$ cat src/rtl/controle_nivel_auto.sv
`default_nettype none
// ============================================================================
// Module      : controle_nivel_auto
// Description : Automatic-mode tank level controller. Debounces the low and
//               high level sensors, runs the fill cycle and issues one-cycle
//               open/close command pulses to the valve block. Includes fill
//               timeout detection and a minimum closed interval after a
//               normal fill stop.
// Revision    : 1.0 - initial release
// ============================================================================
module controle_nivel_auto #(
  parameter int DEBOUNCE = 4,     // consecutive differing samples before filtered value changes
  parameter int T_ENCHER = 1000,  // maximum cycles in ENCHENDO before timeout
  parameter int T_ESPERA = 50,    // cycles held in ESPERA after a normal stop
  parameter int CW       = 16     // shared timer width
) (
  input  logic       clock,
  input  logic       reset_n,
  input  logic       habilita,
  input  logic       sensor_baixo,
  input  logic       sensor_alto,
  output logic       abre_auto,
  output logic       fecha_auto,
  output logic       enchendo,
  output logic       erro,
  output logic [1:0] estado
);

  // Debounce counter width: it only needs to count up to DEBOUNCE-1.
  localparam int DW = (DEBOUNCE > 1) ? $clog2(DEBOUNCE) : 1;

  localparam logic [DW-1:0] C_DEB_LAST    = DW'(DEBOUNCE - 1);
  localparam logic [CW-1:0] C_ENCHER_LAST = CW'(T_ENCHER - 1);
  localparam logic [CW-1:0] C_ESPERA_LAST = CW'(T_ESPERA - 1);

  typedef enum logic [1:0] {
    REPOUSO  = 2'd0,
    ENCHENDO = 2'd1,
    ESPERA   = 2'd2,
    ERRO     = 2'd3
  } estado_t;

  // --------------------------------------------------------------------------
  // Sensor debounce
  // --------------------------------------------------------------------------
  logic          baixo_f_q, baixo_f_d;
  logic          alto_f_q,  alto_f_d;
  logic [DW-1:0] baixo_cnt_q, baixo_cnt_d;
  logic [DW-1:0] alto_cnt_q,  alto_cnt_d;

  // Next filtered value: adopt the raw value once it has disagreed for DEBOUNCE samples.
  always_comb begin
    baixo_f_d   = baixo_f_q;
    baixo_cnt_d = '0;
    if (sensor_baixo != baixo_f_q) begin
      if (baixo_cnt_q == C_DEB_LAST) begin
        baixo_f_d   = sensor_baixo;
        baixo_cnt_d = '0;
      end else begin
        baixo_cnt_d = baixo_cnt_q + 1'b1;
      end
    end

    alto_f_d   = alto_f_q;
    alto_cnt_d = '0;
    if (sensor_alto != alto_f_q) begin
      if (alto_cnt_q == C_DEB_LAST) begin
        alto_f_d   = sensor_alto;
        alto_cnt_d = '0;
      end else begin
        alto_cnt_d = alto_cnt_q + 1'b1;
      end
    end
  end

  // Debounce registers; low sensor resets "wet" so a fill never starts straight out of reset.
  always_ff @(posedge clock) begin
    if (!reset_n) begin
      baixo_f_q   <= 1'b1;
      alto_f_q    <= 1'b0;
      baixo_cnt_q <= '0;
      alto_cnt_q  <= '0;
    end else begin
      baixo_f_q   <= baixo_f_d;
      alto_f_q    <= alto_f_d;
      baixo_cnt_q <= baixo_cnt_d;
      alto_cnt_q  <= alto_cnt_d;
    end
  end

  // --------------------------------------------------------------------------
  // Fill cycle state machine
  // --------------------------------------------------------------------------
  estado_t       state_q, state_d;
  logic [CW-1:0] timer_q, timer_d;
  logic          abre_q,  abre_d;
  logic          fecha_q, fecha_d;
  logic          enchendo_q;
  logic          erro_q;
  logic [1:0]    estado_q;

  // Next state, timer and command pulses; checks in each state are in priority order.
  always_comb begin
    state_d = state_q;
    timer_d = '0;
    abre_d  = 1'b0;
    fecha_d = 1'b0;

    unique case (state_q)
      REPOUSO: begin
        if (!habilita) begin
          state_d = REPOUSO;
        end else if (!baixo_f_q && alto_f_q) begin
          // High wet while low dry cannot be real: close and latch the fault.
          state_d = ERRO;
          fecha_d = 1'b1;
        end else if (!baixo_f_q && !alto_f_q) begin
          state_d = ENCHENDO;
          abre_d  = 1'b1;
        end
      end

      ENCHENDO: begin
        if (!habilita) begin
          state_d = REPOUSO;
          fecha_d = 1'b1;
        end else if (alto_f_q) begin
          // Checked before the timeout so a simultaneous rise is a normal stop.
          state_d = ESPERA;
          fecha_d = 1'b1;
        end else if (timer_q == C_ENCHER_LAST) begin
          state_d = ERRO;
          fecha_d = 1'b1;
        end else begin
          timer_d = timer_q + 1'b1;
        end
      end

      ESPERA: begin
        // Valve is already closed here, so leaving needs no command.
        if (!habilita) begin
          state_d = REPOUSO;
        end else if (timer_q == C_ESPERA_LAST) begin
          state_d = REPOUSO;
        end else begin
          timer_d = timer_q + 1'b1;
        end
      end

      ERRO: begin
        // Sticky until the operator takes manual control.
        if (!habilita) begin
          state_d = REPOUSO;
        end
      end

      default: begin
        state_d = REPOUSO;
      end
    endcase
  end

  // State, timer and registered outputs; outputs are decoded from the next state.
  always_ff @(posedge clock) begin
    if (!reset_n) begin
      state_q    <= REPOUSO;
      timer_q    <= '0;
      abre_q     <= 1'b0;
      fecha_q    <= 1'b0;
      enchendo_q <= 1'b0;
      erro_q     <= 1'b0;
      estado_q   <= 2'd0;
    end else begin
      state_q    <= state_d;
      timer_q    <= timer_d;
      abre_q     <= abre_d;
      fecha_q    <= fecha_d;
      enchendo_q <= (state_d == ENCHENDO);
      erro_q     <= (state_d == ERRO);
      estado_q   <= state_d;
    end
  end

  assign abre_auto  = abre_q;
  assign fecha_auto = fecha_q;
  assign enchendo   = enchendo_q;
  assign erro       = erro_q;
  assign estado     = estado_q;

endmodule
`default_nettype wire

$ cat config.mk
export PLATFORM = sky130hd
export DESIGN_NAME = controle_nivel_auto
export DESIGN_NICKNAME = d
export VERILOG_FILES = /design/src/rtl/controle_nivel_auto.sv
export SDC_FILE = /design/constraint.sdc
export NUM_CORES = 1
export LEC_CHECK = 0
export BUFFER_PORTS_ARGS = -buffer_cell sky130_fd_sc_hd__buf_2
export CAP_MARGIN = 10
export CORE_MARGIN = 8
export CORE_UTILIZATION = 58
export DETAILED_ROUTE_END_ITERATION = 7
export MAX_ROUTING_LAYER = met4
export PLACE_DENSITY = 0.79
export SETUP_SLACK_MARGIN = 0.15
export SLEW_MARGIN = 0
export SYNTH_ARGS = -nofsm -noshare
export SYNTH_HDL_FRONTEND = slang
export SYNTH_SLANG_ARGS = --single-unit
$ cat constraint.sdc
create_clock -name clock -period 2.15 [get_ports clock]
set_clock_uncertainty 0.05 [all_clocks]
set_input_delay 0.1075 -clock clock [delete_from_list [all_inputs] [get_ports clock]]
set_output_delay 0.1075 -clock clock [all_outputs]
set_load 0.02 [all_outputs]
== After elaboration in Yosys (flattened, before gate mapping) ==
Index checks and enable logic that the tools add are counted.

* Output and inout bits: 6
* Input port bits: 5
* Flip-flop bits (word level): 28
* Word-level logic and storage cells: 62

* Add/subtract/negate cells: 3
* Reductions and logical operators: 10
* Eq/ne operators: 11
* Bitwise logic cells: 5
* Muxes and demuxes: 23

{| class="wikitable"
|+ Operators with widths
! kind !! number
|-
| 16-bit two-way mux || 5
|-
| 16-bit case mux with 2 select lines || 1
|-
| 2-bit two-way mux || 9
|-
| 16-bit by 1-bit adder with 16-bit output, second input constant || 1
|-
| 16-bit by 10-bit equality test with 1-bit output, second input constant || 1
|-
| 16-bit by 6-bit equality test with 1-bit output, second input constant || 1
|-
| 2-bit equality test, second input constant || 5
|-
| 2-bit case mux with 4 select lines || 1
|-
| 1-bit two-way mux || 6
|-
| 3-bit OR reduction || 2
|-
| 1-bit inverter || 5
|-
| 2-bit by 1-bit adder with 2-bit output, second input constant || 2
|-
| 2-bit by 1-bit equality test with 1-bit output, second input constant || 2
|-
| 2-bit AND reduction || 2
|-
| 4-bit OR reduction || 1
|-
| 1-bit logical AND || 2
|-
| 1-bit logical NOT || 2
|-
| 2-bit logical NOT || 1
|-
| 1-bit != test || 2
|-
| 1-bit case mux with 2 select lines || 1
|}

== Logic depth before layout (Yosys ltp) ==
Gate-level depths: netlist of the first run.

* Word-level depth: 7
* Mapped depth: 8
* Gate-level depth less buffers: 7

== Worst setup path after synthesis of the first run ==
No wires, ideal clock.

* Path type: reg-to-reg
* Start point: register, netlist name estado[0]
* End point: register timer_q[6]
* Setup slack: 373 ps
* Required time: 2038 ps
* Stages on the path, launching flop included: 7
* Arrival: 1665 ps
* Path through: dfxtp_1 > ha_1 > or2b_2 > o2bb2ai_2 > nand4_4 > buf_6 > nor2_2

{| class="wikitable"
|+ RTL lines
! element !! RTL line !! text
|-
| to (signal assigned) || 175 || <nowiki>timer_q <= timer_d;</nowiki>
|-
| to (decl) || 95 || <nowiki>logic [CW-1:0] timer_q, timer_d;</nowiki>
|}

==> results.cfg, run 1 <==
[status]
status = completed

[routing]
drc_errors = 0
viasPerCell = 5.61
firstDrtPassIters = 4
ant_nets = 0
wl_per_cell_um = 13.5
dr.first_iter.drc_count = 48
routed-via-count = 1032
wl_um = 2480

[placement]
dpl-instance-area_sq_um = 1450
hpwlAfterDp_um = 1880
numPlacedInstances = 178
io_buffers = 10
place.gp.congestion = 0.859
dp_slack_ns = 0.282

[yosys]
synthSimpleGateAreaFrac_pct = 30.7
synthDistinctLibCells = 40
synth.most_common_cell = dfxtp_1
synth.area.top_cells = dfxtp_1 41%, ha_1 7.3%, xor2_1 6.4%, nor2_2 4.1%, xnor2_1 3.8%
synthTopCellsByCount = 28 x dfxtp_1, 12 x nor2_1, 10 x nand2_1, 10 x xor2_1, 9 x nor2_2
syn_inst = 142
ys.warnings.count = 0
synth_mux_area_share_pct = 0.726
synth-compound-area-share_pct = 7.26
yosysSeqAreaShare_pct = 40.7
synthFlopType = dfxtp_1
synth_top_family_by_area = simple AND/OR/NAND/NOR gates
syn_area_per_cell_sq_um = 9.71
yosys.area_share.adder_pct = 7.26
synth.largest_area_cell = dfxtp_1
synth_nets = 155
synth_edf_count = 0
syn_area_sq_um = 1380
synth_xor_area_share_pct = 10.2
ys_ff_latch = 28
async_flop_share_pct = 0
synth_top_area_share_pct = 40.7

[floorplanning]
io_pins = 11
fp.dieArea_sq_um = 4190
fp-row-count = 17
core_area_sq_um = 2230
initial_core_util_pct = 61.7
die_x_um = 64.8
fp.dieH_um = 64.8

[clock_tree]
cts_tree = built
root_buffer = clkbuf_4
cts_htree_levels = 1
ctsLongestPathBuffers = 2
insertion_delay_ns = 0.33
numCtsBuffers = 3
cts.clk_slew.worst_paths_ns = 0.15
cts_num_sinks = 28

[final_layout]
final_util_pct = 67.8
final_layout_size_suffix_gt1_share_pct = 21.2
fin_area_sq_um = 1520
fin_cells = 184
antenna_cells = 0
syn_to_final_growth_pct = 9.89
fillers = 173
fin_nets = 170

[sta]
max_slew_margin_pct = 72.3
rsz0062_at_grt = no
layout_setup_ws_ns = 0.334
period_needed_ns = 1.82
slew_violations = 0
hold_ws_ns = 0.0310
setup_tns_ns = 0
timing.fmax_ghz = 0.551
fin_crit_sh_pct = 84.5
tightestPinTransition_ns = 0.412
setup_violations = 0
report.final.hold_viol_count = 0

[setup_path]
cp-end-kind = flop
path_class = flop to flop
crit_fanout = 6
r2r_slack_ns = 0.33
arrival_ns = 2.04
cp-start-kind = flop
required_ns = 2.38

[global_routing]
antenna_found_initial = 0
track_usage_pct = 13.0
grt_max_degree = 17
grt-ovfl-total = 0
grt_pass1_vias = 1033
grt_pass1_wl_um = 4330

[pwr]
p_leak_nw = 0.564
irDropWorstVdd_mv = 0.380
finalPower_mw = 0.806
power_density_nw_per_um2 = 532

[run]
cap_violations = 0

[worst_hold_path]
hold_path_class = primary input to flop
cells by family after synthesis:
| group | Yosys count |
|---|---|
| xor gates and xnor gates | 16 |
| and+or+nand+nor | 66 |
| adders and majority gates | 8 |
| DFF | 28 |
| muxes | 1 |
| buffers and inverters | 10 |
| AOI/OAI and AO/OA | 13 |
critical path, cell delays in order (launching register included):
cell     delay [ns]
dfxtp_1        0.40
inv_1          0.10
ha_1           0.25
or2b_2         0.34
and3b_1        0.17
a211o_1        0.33
nor2b_1        0.12
metal layers:
metal,vias up,global-route usage (%),wire length [um],share of wire [%]
li1,520,-,-,-
met1,484,14.2,1100,44
met2,25,22.4,1270,51
met3,3,2.23,87,3.5
met4,0,6.54,28,1.1
met5,-,-,0,0
registers in the layout, indices dropped and copies added (netlist names):
name / flops
timer_q: 16
fecha_auto: 1
alto_f_q: 1
baixo_cnt_q: 2
erro: 1
abre_auto: 1
alto_cnt_q: 2
baixo_f_q: 1
estado: 2
enchendo: 1
where the power goes:
part	leakage (nW)	internal, mW	switching (mW)	total (mW)
clock	0.0210	0.104	0.154	0.258
sequential	0.226	0.523	0.00218	0.526
combinational	0.316	0.0109	0.0121	0.0230
total	0.564	0.638	0.168	0.806
repair_timing:
action | CTS | global route
resized for setup | 0 | 0
endpoints found under the setup margin | 0 | 8
setup buffers | 0 | 1
hold buffers | 1 | 0
endpoints found under the hold margin | 1 | 0
final cells by class:
| cell class | instances | area, sq um | area share (%) |
|---|---|---|---|
| clock buffers | 4 | 36.3 | 2.39 |
| inverters | 8 | 30.0 | 1.98 |
| multi-input cells | 104 | 773 | 51.0 |
| flip-flops and latches | 28 | 561 | 37.0 |
| well taps | 28 | 35.0 | 2.31 |
| repair buffers | 12 | 80.1 | 5.28 |
final timing paths:
path	from	cells past startpoint	end
setup / recovery	estado[1]	6	enchendo
hold / removal	sensor_alto	3	alto_f_q
setup reg to reg	estado[1]	6	enchendo
hold reg to reg	alto_cnt_q[0]	1	alto_cnt_q[0]
layout by cell type (no fill, tap or decap), types with 2 or more instances in the layout:
| cell type | n |
|---|---|
| nand2_1 | 10 |
| nor2_1 | 12 |
| and3_1 | 2 |
| nand3_1 | 5 |
| or3_1 | 2 |
| xor2_1 | 10 |
| clkbuf_4 | 3 |
| nor2b_1 | 3 |
| and4b_1 | 3 |
| xnor2_1 | 6 |
| inv_1 | 8 |
| o211ai_1 | 2 |
| ha_1 | 8 |
| nand4_1 | 3 |
| buf_2 | 10 |
| o21ai_0 | 3 |
| nor4bb_1 | 2 |
| dfxtp_1 | 28 |
| nor3_1 | 4 |
| nor2_2 | 9 |
Note: power is estimated with default switching activity, not from simulation.
==> run 2, diff against run 1 <==
--- a/config.mk
+++ b/config.mk
@@ -8,10 +8,10 @@
 export BUFFER_PORTS_ARGS = -buffer_cell sky130_fd_sc_hd__buf_2
 export CAP_MARGIN = 10
 export CORE_MARGIN = 8
-export CORE_UTILIZATION = 58
+export CORE_UTILIZATION = 52
 export DETAILED_ROUTE_END_ITERATION = 7
 export MAX_ROUTING_LAYER = met4
-export PLACE_DENSITY = 0.79
+export PLACE_DENSITY = 0.74
 export SETUP_SLACK_MARGIN = 0.15
 export SLEW_MARGIN = 0
 export SYNTH_ARGS = -nofsm -noshare
==> constraint.sdc (replaced) <==
create_clock -name clock -period 1.5 [get_ports clock]
set_clock_uncertainty 0.05 [all_clocks]
set_input_delay 0.075 -clock clock [delete_from_list [all_inputs] [get_ports clock]]
set_output_delay 0.075 -clock clock [all_outputs]
set_load 0.02 [all_outputs]
==> run 2 against run 1 <==
The flow now finishes with violations (setup timing); utilization increased by 7.9 points; critical endpoint is now timer_q[14]; final area grew 25%; non-clock buffer count up 31; highest routed layer unchanged; critical path depth grew 2; die area up 8.6%; sequential share of layout area is 6.5 points lower; fmax increased by 3.3%; first-iteration DRC count up 31%; clock power grew 27%; combinational power rose by 71%.
==> results.cfg, run 2 (same netlist as run 1, synthesis figures left out) <==
[setup_path]
crit_buf_inv = 2
r2r_cells = 8
cp-end-kind = flop
r2r_slack_ns = -0.26
cp-start-kind = flop
r2r-end = timer_q[14]
cp_slowest_cell = dfxtp_4
crit_cells = 8
path_class = flop to flop
required_ns = 1.74
r2r_start = timer_q[0]
cp-startpoint = timer_q[0]
arrival_ns = 1.99
cpPeakStageDelay_ns = 0.40
critical_path.top_delay_family = simple AND/OR/NAND/NOR gates
path_cells = ha_4 -> and4b_1 -> and4_4 -> buf_6 -> o2bb2ai_4 -> nand4_4 -> clkbuf_16 -> nor2_1
timing.critical_path.to = timer_q[14]
crit_fanout = 8

[clock_tree]
cts.clk_slew.worst_paths_ns = 0.15
ctsLongestPathBuffers = 2
cts_num_sinks = 28
root_buffer = clkbuf_4
cts_htree_levels = 1
insertion_delay_ns = 0.34
cts_tree = built
numCtsBuffers = 3

[pwr]
p_leak_nw = 0.747
irDropWorstVdd_mv = 0.688
finalPower_mw = 1.11
power_density_nw_per_um2 = 588

[final_layout]
fin_nets = 201
ff_latch_area_sq_um = 577
fin_area_sq_um = 1890
final_cell_mix = 26 x buf_4, 23 x dfxtp_1, 13 x nor2_2
multi_input_area_sq_um = 878
antenna_cells = 0
final_layout_size_suffix_gt1_share_pct = 42.2
layout_commonest_cell = buf_4
syn_to_final_growth_pct = 37.3
largest-register = timer_q
largest_reg_flops = 16
fin_cells = 217
final_util_pct = 75.7
fillers = 181

[global_routing]
grt_pass1_wl_um = 4780
grt_pass1_vias = 1137
grt_max_degree = 17
track_usage_pct = 14.3
grt-ovfl-total = 0
antenna_found_initial = 0

[sta]
setup_violations = 20
max_slew_margin_pct = 79.7
report.final.hold_viol_count = 0
hold_ws_ns = 0.138
timing.fmax_ghz = 0.569
setup_tns_ns = -3.60
fin_crit_sh_pct = 117
period_needed_ns = 1.76
tightestPinTransition_ns = 0.302
slew_violations = 0
rsz0062_at_grt = yes
layout_setup_ws_ns = -0.258

[routing]
drc_errors = 0
dr.first_iter.drc_count = 63
routed-via-count = 1141
ant_nets = 0
wl_per_cell_um = 13.9
firstDrtPassIters = 4
wl_um = 3010
viasPerCell = 5.26

[floorplanning]
core_area_sq_um = 2500
io_pins = 11
initial_core_util_pct = 55.2
fp-row-count = 18
fp.dieH_um = 67.5
fp.dieArea_sq_um = 4560
die_x_um = 67.5

[placement]
io_buffers = 10
numPlacedInstances = 204
dpl-instance-area_sq_um = 1700
hpwlAfterDp_um = 2080
dp_slack_ns = -0.176
place.gp.congestion = 0.890

[status]
violations = setup timing
status = finished, violations left

[worst_hold_path]
hold_path_class = primary input to flop
min_from = habilita

[run]
cap_violations = 0
==> run 2: cell types whose count changed in the layout (fill, tap and decap cells not counted), sizes merged <==
cell / previous run / this run
clkbuf: 4 / 5
buf: 11 / 38
dlygate4sd3: 1 / 4
==> run 2: what timing repair did <==
action / CTS / global route
pin swaps: 4 / 7
hold endpoints to repair: 4 / 0
gates cloned: 0 / 1
buffers inserted: 3 / 1
hold buffers: 4 / 0
setup endpoints to repair: 21 / 21
resized for setup: 4 / 13
==> run 2: worst min path at each step <==
stage	end	slack, ns	cells past startpoint
2_1_floorplan	baixo_f_q	0.15	2
3_3_place_gp	baixo_f_q	0.27	3
3_5_place_dp	baixo_f_q	0.29	3
4_1_cts	estado[1]	0.12	4
5_1_grt	timer_q[12]	0.15	4
6_report	erro	0.14	4
==> run 2: layer usage <==
metal	track usage, %	routed length (um)
met5	-	0
met4	11.0	67
met3	2.81	84
met2	23.2	1560
met1	14.9	1300
==> run 2: report_power, final <==
part	switching [mW]	leakage, nW	internal (mW)
sequential	0.00325	0.230	0.743
combinational	0.0181	0.502	0.0212
clock	0.223	0.0150	0.105
total	0.245	0.747	0.869
==> run 2: cell type report <==
type	count	share of cell area, %
Clock buffer	4	1.39
Multi-Input combinational cell	104	46.4
Inverter	8	1.72
Timing Repair Buffer	43	18.0
Sequential cell	28	30.5
Tap cell	30	1.98
==> run 2: worst register-to-register path, delay by kind of cell (launching register included) <==
kind,cells,cell delay [ns]
simple gates,4,0.64
flops,1,0.40
fa+ha+maj,1,0.16
compound gates,1,0.15
buf+inv,2,0.32
